$ cat src/rtl/alu_pipe.sv
// alu_pipe: parametrised pipelined ALU with internal carry flag, N/V/error flags.
// Latency: LATENCY clock edges from input accept to out_valid (result computed at accept).
// Backpressure: out_valid & ~out_ready stalls the entire pipe and drops in_ready; outputs hold.
//
// Ports: clk/reset (async, active-high); in_valid/in_ready with a, b, ctl, cf_clr on the
// input side; out_valid/out_ready with alu, carry, zero, neg, ovf, err on the output side;
// cf exposes the internal carry flag register.
module alu_pipe #(
    parameter int WIDTH   = 8,
    parameter int LATENCY = 2
) (
    input  logic             clk,
    input  logic             reset,
    input  logic             in_valid,
    output logic             in_ready,
    input  logic [WIDTH-1:0] a,
    input  logic [WIDTH-1:0] b,
    input  logic [3:0]       ctl,
    input  logic             cf_clr,
    output logic             out_valid,
    input  logic             out_ready,
    output logic [WIDTH-1:0] alu,
    output logic             carry,
    output logic             zero,
    output logic             neg,
    output logic             ovf,
    output logic             err,
    output logic             cf
);
    localparam int MSB = WIDTH - 1;
    localparam logic [WIDTH-1:0] ONE  = {{(WIDTH-1){1'b0}}, 1'b1};
    localparam logic [WIDTH-1:0] ONES = {WIDTH{1'b1}};

    localparam logic [3:0] OP_SEL = 4'd0;
    localparam logic [3:0] OP_INC = 4'd1;
    localparam logic [3:0] OP_DEC = 4'd2;
    localparam logic [3:0] OP_ADD = 4'd3;
    localparam logic [3:0] OP_ADC = 4'd4;
    localparam logic [3:0] OP_SUB = 4'd5;
    localparam logic [3:0] OP_SBB = 4'd6;
    localparam logic [3:0] OP_AND = 4'd7;
    localparam logic [3:0] OP_OR  = 4'd8;
    localparam logic [3:0] OP_XOR = 4'd9;
    localparam logic [3:0] OP_SHL = 4'd10;
    localparam logic [3:0] OP_SHR = 4'd11;
    localparam logic [3:0] OP_ROL = 4'd12;
    localparam logic [3:0] OP_ROR = 4'd13;

    typedef struct packed {
        logic [WIDTH-1:0] alu;
        logic             carry;
        logic             zero;
        logic             neg;
        logic             ovf;
        logic             err;
    } res_t;

    res_t               res;
    logic               legal;
    logic               cin;
    logic [WIDTH:0]     a_x, b_x, cin_x, wide;
    logic               stall, accept;
    res_t               pipe_dat [LATENCY];
    logic [LATENCY-1:0] pipe_vld;

    assign stall    = out_valid & ~out_ready;
    assign in_ready = ~reset & ~stall;
    assign accept   = in_valid & in_ready;

    // Stage 0: the whole result is formed here; later stages only delay it.
    always_comb begin
        res   = '0;
        legal = 1'b1;
        wide  = '0;
        cin   = cf_clr ? 1'b0 : cf;
        a_x   = {1'b0, a};
        b_x   = {1'b0, b};
        cin_x = {{WIDTH{1'b0}}, cin};
        case (ctl)
            OP_SEL: res.alu = b;
            OP_INC: res.alu = (b == ONES) ? ONES : b + ONE;
            OP_DEC: res.alu = (b == '0) ? '0 : b - ONE;
            OP_ADD, OP_ADC: begin
                wide      = a_x + b_x + ((ctl == OP_ADC) ? cin_x : '0);
                res.alu   = wide[MSB:0];
                res.carry = wide[WIDTH];
                res.ovf   = (a[MSB] == b[MSB]) && (wide[MSB] != a[MSB]);
            end
            OP_SUB, OP_SBB: begin
                // Bit WIDTH of the extended difference is the borrow.
                wide      = a_x - b_x - ((ctl == OP_SBB) ? cin_x : '0);
                res.alu   = wide[MSB:0];
                res.carry = wide[WIDTH];
                res.ovf   = (a[MSB] != b[MSB]) && (wide[MSB] != a[MSB]);
            end
            OP_AND: res.alu = a & b;
            OP_OR:  res.alu = a | b;
            OP_XOR: res.alu = a ^ b;
            OP_SHL: begin
                res.alu   = {a[MSB-1:0], 1'b0};
                res.carry = a[MSB];
            end
            OP_SHR: begin
                res.alu   = {1'b0, a[MSB:1]};
                res.carry = a[0];
            end
            OP_ROL: begin
                res.alu   = {a[MSB-1:0], a[MSB]};
                res.carry = a[MSB];
            end
            OP_ROR: begin
                res.alu   = {a[0], a[MSB:1]};
                res.carry = a[0];
            end
            default: begin
                legal   = 1'b0;
                res.err = 1'b1;
            end
        endcase
        // Illegal ops report zero=0 even though alu is 0.
        if (legal) begin
            res.zero = (res.alu == '0);
            res.neg  = res.alu[MSB];
        end
    end

    // Carry flag tracks accepted ops, so ADC/SBB chains need no forwarding.
    always_ff @(posedge clk or posedge reset) begin
        if (reset) begin
            cf <= 1'b0;
        end else if (accept && legal) begin
            cf <= res.carry;
        end else if (cf_clr) begin
            cf <= 1'b0;
        end
    end

    // Delay pipe: every stage moves together; bubbles are carried, not squashed.
    always_ff @(posedge clk or posedge reset) begin
        if (reset) begin
            pipe_vld <= '0;
            for (int i = 0; i < LATENCY; i++) begin
                pipe_dat[i] <= '0;
            end
        end else if (!stall) begin
            pipe_vld[0] <= accept;
            pipe_dat[0] <= res;
            for (int i = 1; i < LATENCY; i++) begin
                pipe_vld[i] <= pipe_vld[i-1];
                pipe_dat[i] <= pipe_dat[i-1];
            end
        end
    end

    assign out_valid = pipe_vld[LATENCY-1];
    assign alu       = pipe_dat[LATENCY-1].alu;
    assign carry     = pipe_dat[LATENCY-1].carry;
    assign zero      = pipe_dat[LATENCY-1].zero;
    assign neg       = pipe_dat[LATENCY-1].neg;
    assign ovf       = pipe_dat[LATENCY-1].ovf;
    assign err       = pipe_dat[LATENCY-1].err;
endmodule

$ cat config.mk
export PLATFORM = sky130hd
export DESIGN_NAME = alu_pipe
export DESIGN_NICKNAME = d
export VERILOG_FILES = /design/src/rtl/alu_pipe.sv
export SDC_FILE = /design/constraint.sdc
export NUM_CORES = 1
export LEC_CHECK = 0
export CORE_MARGIN = 3
export CORE_UTILIZATION = 40
export DETAILED_ROUTE_END_ITERATION = 10
export HOLD_SLACK_MARGIN = 0.06
export PLACE_DENSITY = 0.73
export SLEW_MARGIN = 40
export SYNTH_ARGS = -nofsm -noshare
export SYNTH_HDL_FRONTEND = slang
export SYNTH_SLANG_ARGS = --single-unit
$ cat constraint.sdc
create_clock -name clk -period 2.9 [get_ports clk]
set_input_delay 0.29 -clock clk [delete_from_list [all_inputs] [get_ports clk]]
set_output_delay 0.29 -clock clk [all_outputs]
set_load 0.02 [all_outputs]
; ---- Yosys cells after proc, flatten, opt, wreduce, memory -nomap -nowiden
; Cells that the tools add are included.
[op_classes]
addsub = 6
n_eq_ne = 18
mux = 12
bitwise_logic = 9
n_reduce_logical = 11
[op_table]
columns = operator, n
row1 = 8-bit case mux with 12 select lines, 1
row2 = "4-bit == test, second input constant", 6
row3 = "4-bit by 3-bit == test with 1-bit output, second input constant", 4
row4 = 8-bit logical NOT, 2
row5 = 8-bit two-way mux, 2
row6 = 14-bit OR reduction, 1
row7 = 8-bit by 8-bit adder with 9-bit output, 1
row8 = 9-bit by 1-bit adder with 9-bit output, 1
row9 = 8-bit by 8-bit subtractor with 9-bit output, 1
row10 = 9-bit by 1-bit subtractor with 9-bit output, 1
row11 = "8-bit by 1-bit adder with 8-bit output, second input constant", 1
row12 = 8-bit AND, 1
row13 = "4-bit by 2-bit == test with 1-bit output, second input constant", 2
row14 = "8-bit == test, second input constant", 1
row15 = 8-bit OR, 1
row16 = 2-bit OR reduction, 4
row17 = "8-bit by 1-bit subtractor with 8-bit output, second input constant", 1
row18 = 8-bit XOR, 1
row19 = 1-bit two-way mux, 6
row20 = "4-bit by 1-bit == test with 1-bit output, second input constant", 1
row21 = 4-bit logical NOT, 1
row22 = 1-bit case mux with 4 select lines, 1
row23 = 1-bit AND, 3
row24 = 1-bit logical AND, 3
row25 = 5 further kinds, 9
[totals]
ff_bits = 29
inputBits = 25
out_inout_bits = 16
wordCells = 70

; ---- Logic depth before layout (Yosys ltp)
[depth]
word_depth = 7
mapped_depth = 15

; ---- Least setup slack after synthesis
; No wires, ideal clock.
[synth_path]
path_kind = input to register
from = in ctl[2]
to = reg pipe_dat[16] (netlist bit)
setup_time_ns = 0.068
t_arrival_ns = 3.072
t_required_ns = 2.832
setup_slack_ns = -0.240
path_stages = 12
path_cell_list = buf_6 buf_2 nor2b_1 nand4_1 fa_1 ha_1 o21ai_0 a211oi_1 a31oi_1 xnor2_1 a2111oi_1 a32o_1
[synth_between]
elab_chain_len = 6
elab_cells_between_ends = 25
[synth_lines]
columns = element, line_no
row1 = from (decl), 18  ; input logic [3:0] ctl,
row2 = "4-bit by 3-bit == test with 1-bit output, on equally long branches", "79, 91, 84"
row3 = "1-bit two-way mux, on equally long branches", "91, 84"
row4 = 9-bit by 1-bit subtractor with 9-bit output or 9-bit by 1-bit adder with 9-bit output (tied branches), "91, 84"
row5 = 8-bit case mux with 12 select lines, 79  ; case (ctl)
row6 = 8-bit logical NOT, 122  ; res.zero = (res.alu == '0);
row7 = 2-bit two-way mux *, 121  ; if (legal) begin
row8 = "to (signal, indexed assignment)", 150  ; pipe_dat[i] <= pipe_dat[i-1];
row9 = to (decl), 63  ; res_t pipe_dat [LATENCY];
; Every way passes the cells marked *; elsewhere a longest branch is shown, timed or not.
; A chain may end at the register's enable or synchronous reset.

; ---- Worst setup path after layout
[layout_path]
from = reg cf
to = reg pipe_dat[16] (netlist bit)
[layout_between]
elab_chain_len = 6
elab_cells_between_ends = 8
[layout_lines]
columns = element, line_no
row1 = from (decl), 28  ; output logic cf
row2 = from (signal assigned), 132  ; cf <= res.carry;
row3 = 1-bit two-way mux *, --
row4 = "1-bit two-way mux, on equally long branches", "91, 84"
row5 = 9-bit by 1-bit subtractor with 9-bit output or 9-bit by 1-bit adder with 9-bit output (tied branches), "91, 84"
row6 = 8-bit case mux with 12 select lines *, 79
row7 = 8-bit logical NOT *, 122
row8 = 2-bit two-way mux *, 121
; Marks and branches as above.

==> results_dict.tcl <==
set metrics [dict create \
    diodes 0 \
    startpoint_type "flip-flop" \
    top_level_ports 41 \
    wire_per_inst_um 16.5 \
    synth_area_um2 3390 \
    crit_slowest_cell "fa_2" \
    die_area_um2 9610 \
    area_growth_pct 35.6 \
    cts_sinks 29 \
    period_minus_slack_ps 2920 \
    skew_ps 1.97 \
    fp.dieW_um 98.0 \
    r2r_setup_slack_ps -20 \
    cts.htree.levels 2 \
    grt_pass1_vias 3484 \
    syn_avg_cell_area_um2 7.88 \
    worstSetupStartpoint "cf$_DFF_PP0_" \
    timing.final.crit_share_pct 101 \
    synth_top_area_share_pct 21.4 \
    critPathMaxFanout 3 \
    tightestPinTransition_ps 681 \
    p_total_mw 1.67 \
    status "complete, but fails checks" \
    start_util_pct 42.5 \
    hold_path_class "flip-flop to flip-flop" \
    cts_hold_buf 0 \
    synth_edf_count 0 \
    peakVddDrop_mv 0.207 \
    final_common_cell "buf_4" \
    reg2reg_to "pipe_dat[16]$_DFFE_PP0N_" \
    largest_reg_flops 13 \
    via_count 3613 \
    avgViaCountPerCell 5.71 \
    yosysWarnings 0 \
    nNetsFinal 593 \
    failed_checks "setup timing" \
    setup_viol 1 \
    dp_hpwl_mm 8.11 \
    rsz0062_at_grt "true" \
    grt_usage_pct 21.3 \
    arrival_ps 3080 \
    r2r_cells 11 \
    drtIter0Drc 285 \
    timing.hold.ws_ps 459 \
    cts_buffer_depth 2 \
    yosys.area.top_type "dfrtp_1" \
    seq_area_frac_synth_pct 21.4 \
    fin_setup_tns_ps -16.0 \
    yosysUniqueCellTypes 75 \
    maxCapViolCount 0 \
    fp.dieH_um 98.0 \
    fp-row-count 32 \
    powerDensity_nw_per_um2 363 \
    endpoint "pipe_dat[16]$_DFFE_PP0N_" \
    fmax_mhz 343 \
    finalWeightedCongestion 0.966 \
    required_ps 3060 \
    cp-end-kind "flip-flop" \
    cts_tree "done" \
    critPathMaxStageDelay_ps 430 \
    slew_headroom_pct 53.4 \
    path_cells "nor2b_4 > nand4_1 > fa_2 > fa_2 > nor2b_4 > o31a_1 > or3_1 > a21oi_1 > or3_4 > nor3b_4 > a32o_1" \
    synthTopCellsByArea "dfrtp_1 (21%), ha_1 (12%), nand2_1 (6.4%), nor2_1 (3.4%), inv_1 (3.3%)" \
    grt_first_pass_wirelength_mm 16.9 \
    drc_errors 0 \
    regMostFlops "pipe_dat" \
    hold_depth 1 \
    layout-drive-gt1-share_pct 26.4 \
    synth.net_count 492 \
    wl_mm 10.4 \
    cts_root_buf "clkbuf_8" \
    total_leakage_power_nw 2.12 \
    rr_startpoint "cf$_DFF_PP0_" \
    criticalPathCategory "flip-flop to flip-flop" \
    synth-seq-cells 29 \
    cts_buffers 5 \
    synthArstFlopShare_pct 100 \
    grt_overflow 0 \
    drt_first_pass_iters 4 \
    final_max_slew_viol_count 0 \
    synth_flop_cell "dfrtp_1" \
    ant_nets 0 \
    grt_max_degree 36 \
    antenna_found_initial 0 \
    portBuffers 40 \
    synthCells 430 \
    fin_ws_ps -16.0 \
    final_cell_mix "buf_4 (86), nand2_1 (58), clkdlybuf4s50_1 (36), ha_1 (32), nor2_1 (30)" \
    worst_skew_pair.late_latency_ps 280 \
    fin_util_pct 57.6 \
    coreArea_um2 7970 \
    path_clk_slew_ps 60 \
    hold_viol_final 0 \
]
cell families after synthesis:
kind of cell	count (synthesis)	share of synthesized area [%]
and+or+nand+nor	184	29.3
AOI/OAI and AO/OA	100	20.7
buffers and inverters	63	9.35
adders and majority gates	37	14.6
DFF	29	21.4
xor gates and xnor gates	12	3.10
muxes	5	1.51
critical path, delay by kind of cell, from the launching register on:
kind | cells | cell delay, ps
simple gates | 6 | 1140
flops | 1 | 340
fa+ha+maj | 2 | 850
compound gates | 3 | 460
final cells by class:
| cell class | count | area (um^2) |
|---|---|---|
| multi-input cells | 338 | 2480 |
| flip-flops and latches | 29 | 726 |
| fillers | 732 | 3370 |
| well taps | 102 | 128 |
| clock buffers | 7 | 86.3 |
| inverters | 30 | 115 |
| repair buffers | 127 | 1060 |
worst min path at each step:
stage                       startpoint                       to  slack (ps)
4_1_cts        pipe_vld[0]$_DFFE_PP0N_  pipe_vld[1]$_DFFE_PP0N_         460
3_5_place_dp   pipe_vld[0]$_DFFE_PP0N_  pipe_vld[1]$_DFFE_PP0N_         450
3_3_place_gp   pipe_vld[0]$_DFFE_PP0N_  pipe_vld[0]$_DFFE_PP0N_         440
5_1_grt        pipe_vld[0]$_DFFE_PP0N_  pipe_vld[1]$_DFFE_PP0N_         490
6_report       pipe_vld[0]$_DFFE_PP0N_  pipe_vld[1]$_DFFE_PP0N_         460
2_1_floorplan                    reset       alu[0]$_DFFE_PP0N_         370
power breakdown:
group	internal (mW)	total [mW]	switching [mW]	leakage, nW
clock	0.188	0.326	0.138	0.0443
sequential	0.477	0.515	0.0377	0.364
combinational	0.399	0.829	0.430	1.72
total	1.06	1.67	0.605	2.12
synthesized netlist by cell type (5+ instances only):
cell type / count
a211oi_1: 6
a21oi_1: 18
a31oi_1: 8
and3_1: 5
buf_2: 8
buf_4: 8
clkbuf_1: 10
dfrtp_1: 29
ha_1: 33
inv_1: 30
nand2_1: 58
nand2b_1: 9
nand3_1: 9
nand4_1: 10
nor2_1: 31
nor2b_1: 9
nor3_1: 11
o211ai_1: 5
o21ai_0: 19
or2_2: 5
or3_1: 6
xnor2_1: 8
layer usage:
metal / part of all wire, % / track usage (%) / vias to the layer above
li1: - / - / 1738
met1: 43 / 27.9 / 1715
met2: 49 / 36.0 / 130
met3: 5.5 / 2.43 / 30
met4: 2.9 / 7.88 / 0
met5: 0 / 0 / -
stage by stage:
step	std cells	instance area [um^2]	worst slack (ps)
finish	633	4590	-16.0
global placement	621	4360	-534
CTS	630	4510	2.26
floorplan	430	3440	-12.2
global route	633	4590	-153
detailed placement	621	4360	-577
timing repair:
item	in CTS	in global routing
gates resized for setup	15	12
pin swaps	11	23
endpoints found under the setup margin	7	9
buffers inserted	2	4
Note: power is estimated with default switching activity, not from simulation.
==> RTL change 1: new RTL, same flow settings <==
Set the parameter `WIDTH` to 12 (it was 8).
--- a/src/rtl/alu_pipe.sv
+++ b/src/rtl/alu_pipe.sv
@@ -6,7 +6,7 @@
 // input side; out_valid/out_ready with alu, carry, zero, neg, ovf, err on the output side;
 // cf exposes the internal carry flag register.
 module alu_pipe #(
-    parameter int WIDTH   = 8,
+    parameter int WIDTH   = 12,
     parameter int LATENCY = 2
 ) (
     input  logic             clk,
Ports: changed (resized a, alu and b); port bits go from 41 to 53. The function was not compared with the original's and may differ.
==> RTL change 1 against the unedited design <==
- sequential share of layout area down 2.8 points
- count of clock-buffer cells in the layout did not move
- synthesized area up 43%
- wire length rose by 66%
- power rose by 60%
- critical endpoint is now pipe_dat[20]$_DFFE_PP0N_
- the run still ends with setup timing left
- worst setup slack worse by 170 ps
- sequential power grew 31%
- design area up 55%
- largest power group unchanged
- sequential cell count grew 8
==> RTL change 1: results (changes against the unedited design) <==
number of vias per cell after detailed routing 5.80 (+1.6%); aggregate negative setup slack -763 ps (-747 ps); fraction of synthesized area in multiplexers 3.70% (+2.2 points); worst endpoint data arrival time 3280 ps (+200 ps); Met1 Routed Length 7600 um (+69%); Via Count 5477 (+52%); most instantiated cells after synthesis sky130_fd_sc_hd__nand2_1, sky130_fd_sc_hd__ha_1, sky130_fd_sc_hd__inv_1; power per cell area 375 nW/um^2 (+3.2%); critical hold path startpoint alu[2]$_DFFE_PP0N_; final setup vio count 7 (+6); worst-case clock skew 2.09 ps (+0.117 ps); setup slack of the critical path after layout -188 ps (-172 ps); Synth Net Count 710 (+44%); net switching power 0.990 mW (+64%); cell area reported after detailed placement 6520 um^2 (+50%); fraction of the yosys area taken by sequential cells 19.1% (-2.3 points); violations in the final reports setup timing; outcome finished with violations; Largest register FFs 17 (+4); number of DRC violations after detailed-routing iteration 0 604 (+110%); maximum number of pins on one net before global-route repair 41 (+14%); count of fill cells added during filler insertion 1025 (+40%); met2 Track Usage GR 41.6% (+5.6 points); power of the combinational group 1.44 mW (+74%); adder and majority cell fraction of the synthesized area 14.3% (-0.22 points); mean routed wirelength per cell 18.4 um (+12%); worst stage delay on the critical path 590 ps (+160 ps); count of buffers inserted at the top-level ports 52 (+30%); share of the synthesized netlist area taken by xor and xnor gates 5.98% (+2.9 points); layout overhead on the synthesized area 46.9%
[RTL change 1: logic make-up after synthesis]
group | count (synthesis)
simple gates | 259
compound gates | 136
buf+inv | 89
fa+ha+maj | 53
flops | 37
xor+xnor | 33
mux | 17
[RTL change 1: worst paths after layout]
check | to | slack (ps) | cells after the start
hold reg to reg | alu[2]$_DFFE_PP0N_ | 470 | 2
hold / removal | alu[2]$_DFFE_PP0N_ | 470 | 2
min in group asynchronous | err$_DFFE_PP0N_ | 510 | 3
setup reg to reg | pipe_dat[20]$_DFFE_PP0N_ | -190 | 12
max in group asynchronous | pipe_dat[18]$_DFFE_PP0N_ | 2070 | 3
setup / recovery | pipe_dat[20]$_DFFE_PP0N_ | -190 | 12
[RTL change 1: layout make-up]
type                       instances  share of cell area, %
tap                              143                   2.52
sequential                        37                   13.0
inverter                          43                   2.27
multi-input combinational        498                   55.0
clock inverter                     1                 0.0704
clock buffer                       7                   2.15
timing repair buffer             215                   25.0
==> RTL change 2: new RTL, same flow settings <==
Without the edit above. Make the reset (`reset`) synchronous in 2 clocked blocks. Comments in the files are not updated.
--- a/src/rtl/alu_pipe.sv
+++ b/src/rtl/alu_pipe.sv
@@ -125,7 +125,7 @@
     end
 
     // Carry flag tracks accepted ops, so ADC/SBB chains need no forwarding.
-    always_ff @(posedge clk or posedge reset) begin
+    always_ff @(posedge clk) begin
         if (reset) begin
             cf <= 1'b0;
         end else if (accept && legal) begin
@@ -136,7 +136,7 @@
     end
 
     // Delay pipe: every stage moves together; bubbles are carried, not squashed.
-    always_ff @(posedge clk or posedge reset) begin
+    always_ff @(posedge clk) begin
         if (reset) begin
             pipe_vld <= '0;
             for (int i = 0; i < LATENCY; i++) begin
Check against the original RTL: differs if reset is asserted again (counterexample within 4 cycles, from zero or initial values and one cycle with reset high); with reset held inactive, the same outputs for 10 cycles.
==> RTL change 2 against the unedited design <==
- the run still ends with setup timing left
- power decreased by 5.0%
- design area increased by 1.3%
- sequential power decreased by 3%
- die area decreased by 4.0%
- wire length decreased by 5.1%
- synthesized area decreased by 4.3%
- sequential cell count unchanged
- worst setup slack got worse by 250 ps
==> RTL change 2: results (changes against the unedited design) <==
Met1 Routed Length 4290 um (-4.3%); setup slack of the critical path after layout -270 ps (-254 ps); Avg Inst Size Synth 8.67 um^2 (+10%); worst-case clock skew 2.06 ps (+0.0842 ps); Post-synth top flop sky130_fd_sc_hd__edfxtp_1; Synth Net Count 436 (-11%); CP Launch Point cf$_SDFF_PP0_; final setup vio count 2 (+1); most instantiated cells after synthesis sky130_fd_sc_hd__ha_1, sky130_fd_sc_hd__inv_1, sky130_fd_sc_hd__edfxtp_1; outcome finished with violations; top cells by area, synth sky130_fd_sc_hd__edfxtp_1, sky130_fd_sc_hd__ha_1, sky130_fd_sc_hd__and2_1; share of flip-flops with an asynchronous set or reset 0% (-100 points); mean routed wirelength per cell 16.8 um (+1.8%); aggregate negative setup slack -453 ps (-437 ps); worst slew margin relative to its limit 66.7% (+13 points); Via Count 3350 (-7.3%); worst vdd rail ir drop 0.149 mV (-28%); count of cell types in the netlist 69 (-8.0%); Internal Power 1.07 mW (+0.23%); violations in the final reports setup timing; post-route cell area 4650 um^2 (+1.3%); count of flip-flops with a built-in enable after synthesis 26 (+26); post-CTS setup-driven buffer insertion count 3 (+1); complex-gate fraction of the synthesized area 21.7% (+1.0 points); met3 wire len 550 um (-4.7%); number of gates resized after cts 19 (+4)
[RTL change 2: cell type report]
type                    count  area share (%)
clock inverters             1           0.108
well taps                 102            2.74
clock buffers               7            2.07
flip-flops and latches     29            18.1
inverters                  27            2.18
multi-input cells         290            51.0
repair buffers            134            23.8
[RTL change 2: layer usage]
metal | track usage, % | vias up
met2 | 36.4 | 123
met4 | 8.89 | 0
li1 | - | 1622
met3 | 3.21 | 19
met5 | 0 | -
met1 | 28.3 | 1586
[RTL change 2: kinds of logic after synthesis]
kind of cell / Yosys count
adders and majority gates: 37
DFF: 29
and+or+nand+nor: 144
AOI/OAI and AO/OA: 94
buffers and inverters: 55
xor gates and xnor gates: 15
[RTL change 2: power by group through the flow]
stage	Combinational [mW]	Sequential [mW]	Clock [mW]
6_report	0.724	0.500	0.361
5_1_grt	0.786	0.503	0.393
4_1_cts	0.661	0.501	0.370
3_5_place_dp	0.638	0.510	0
3_3_place_gp	0.628	0.507	0
2_1_floorplan	0.344	0.515	0
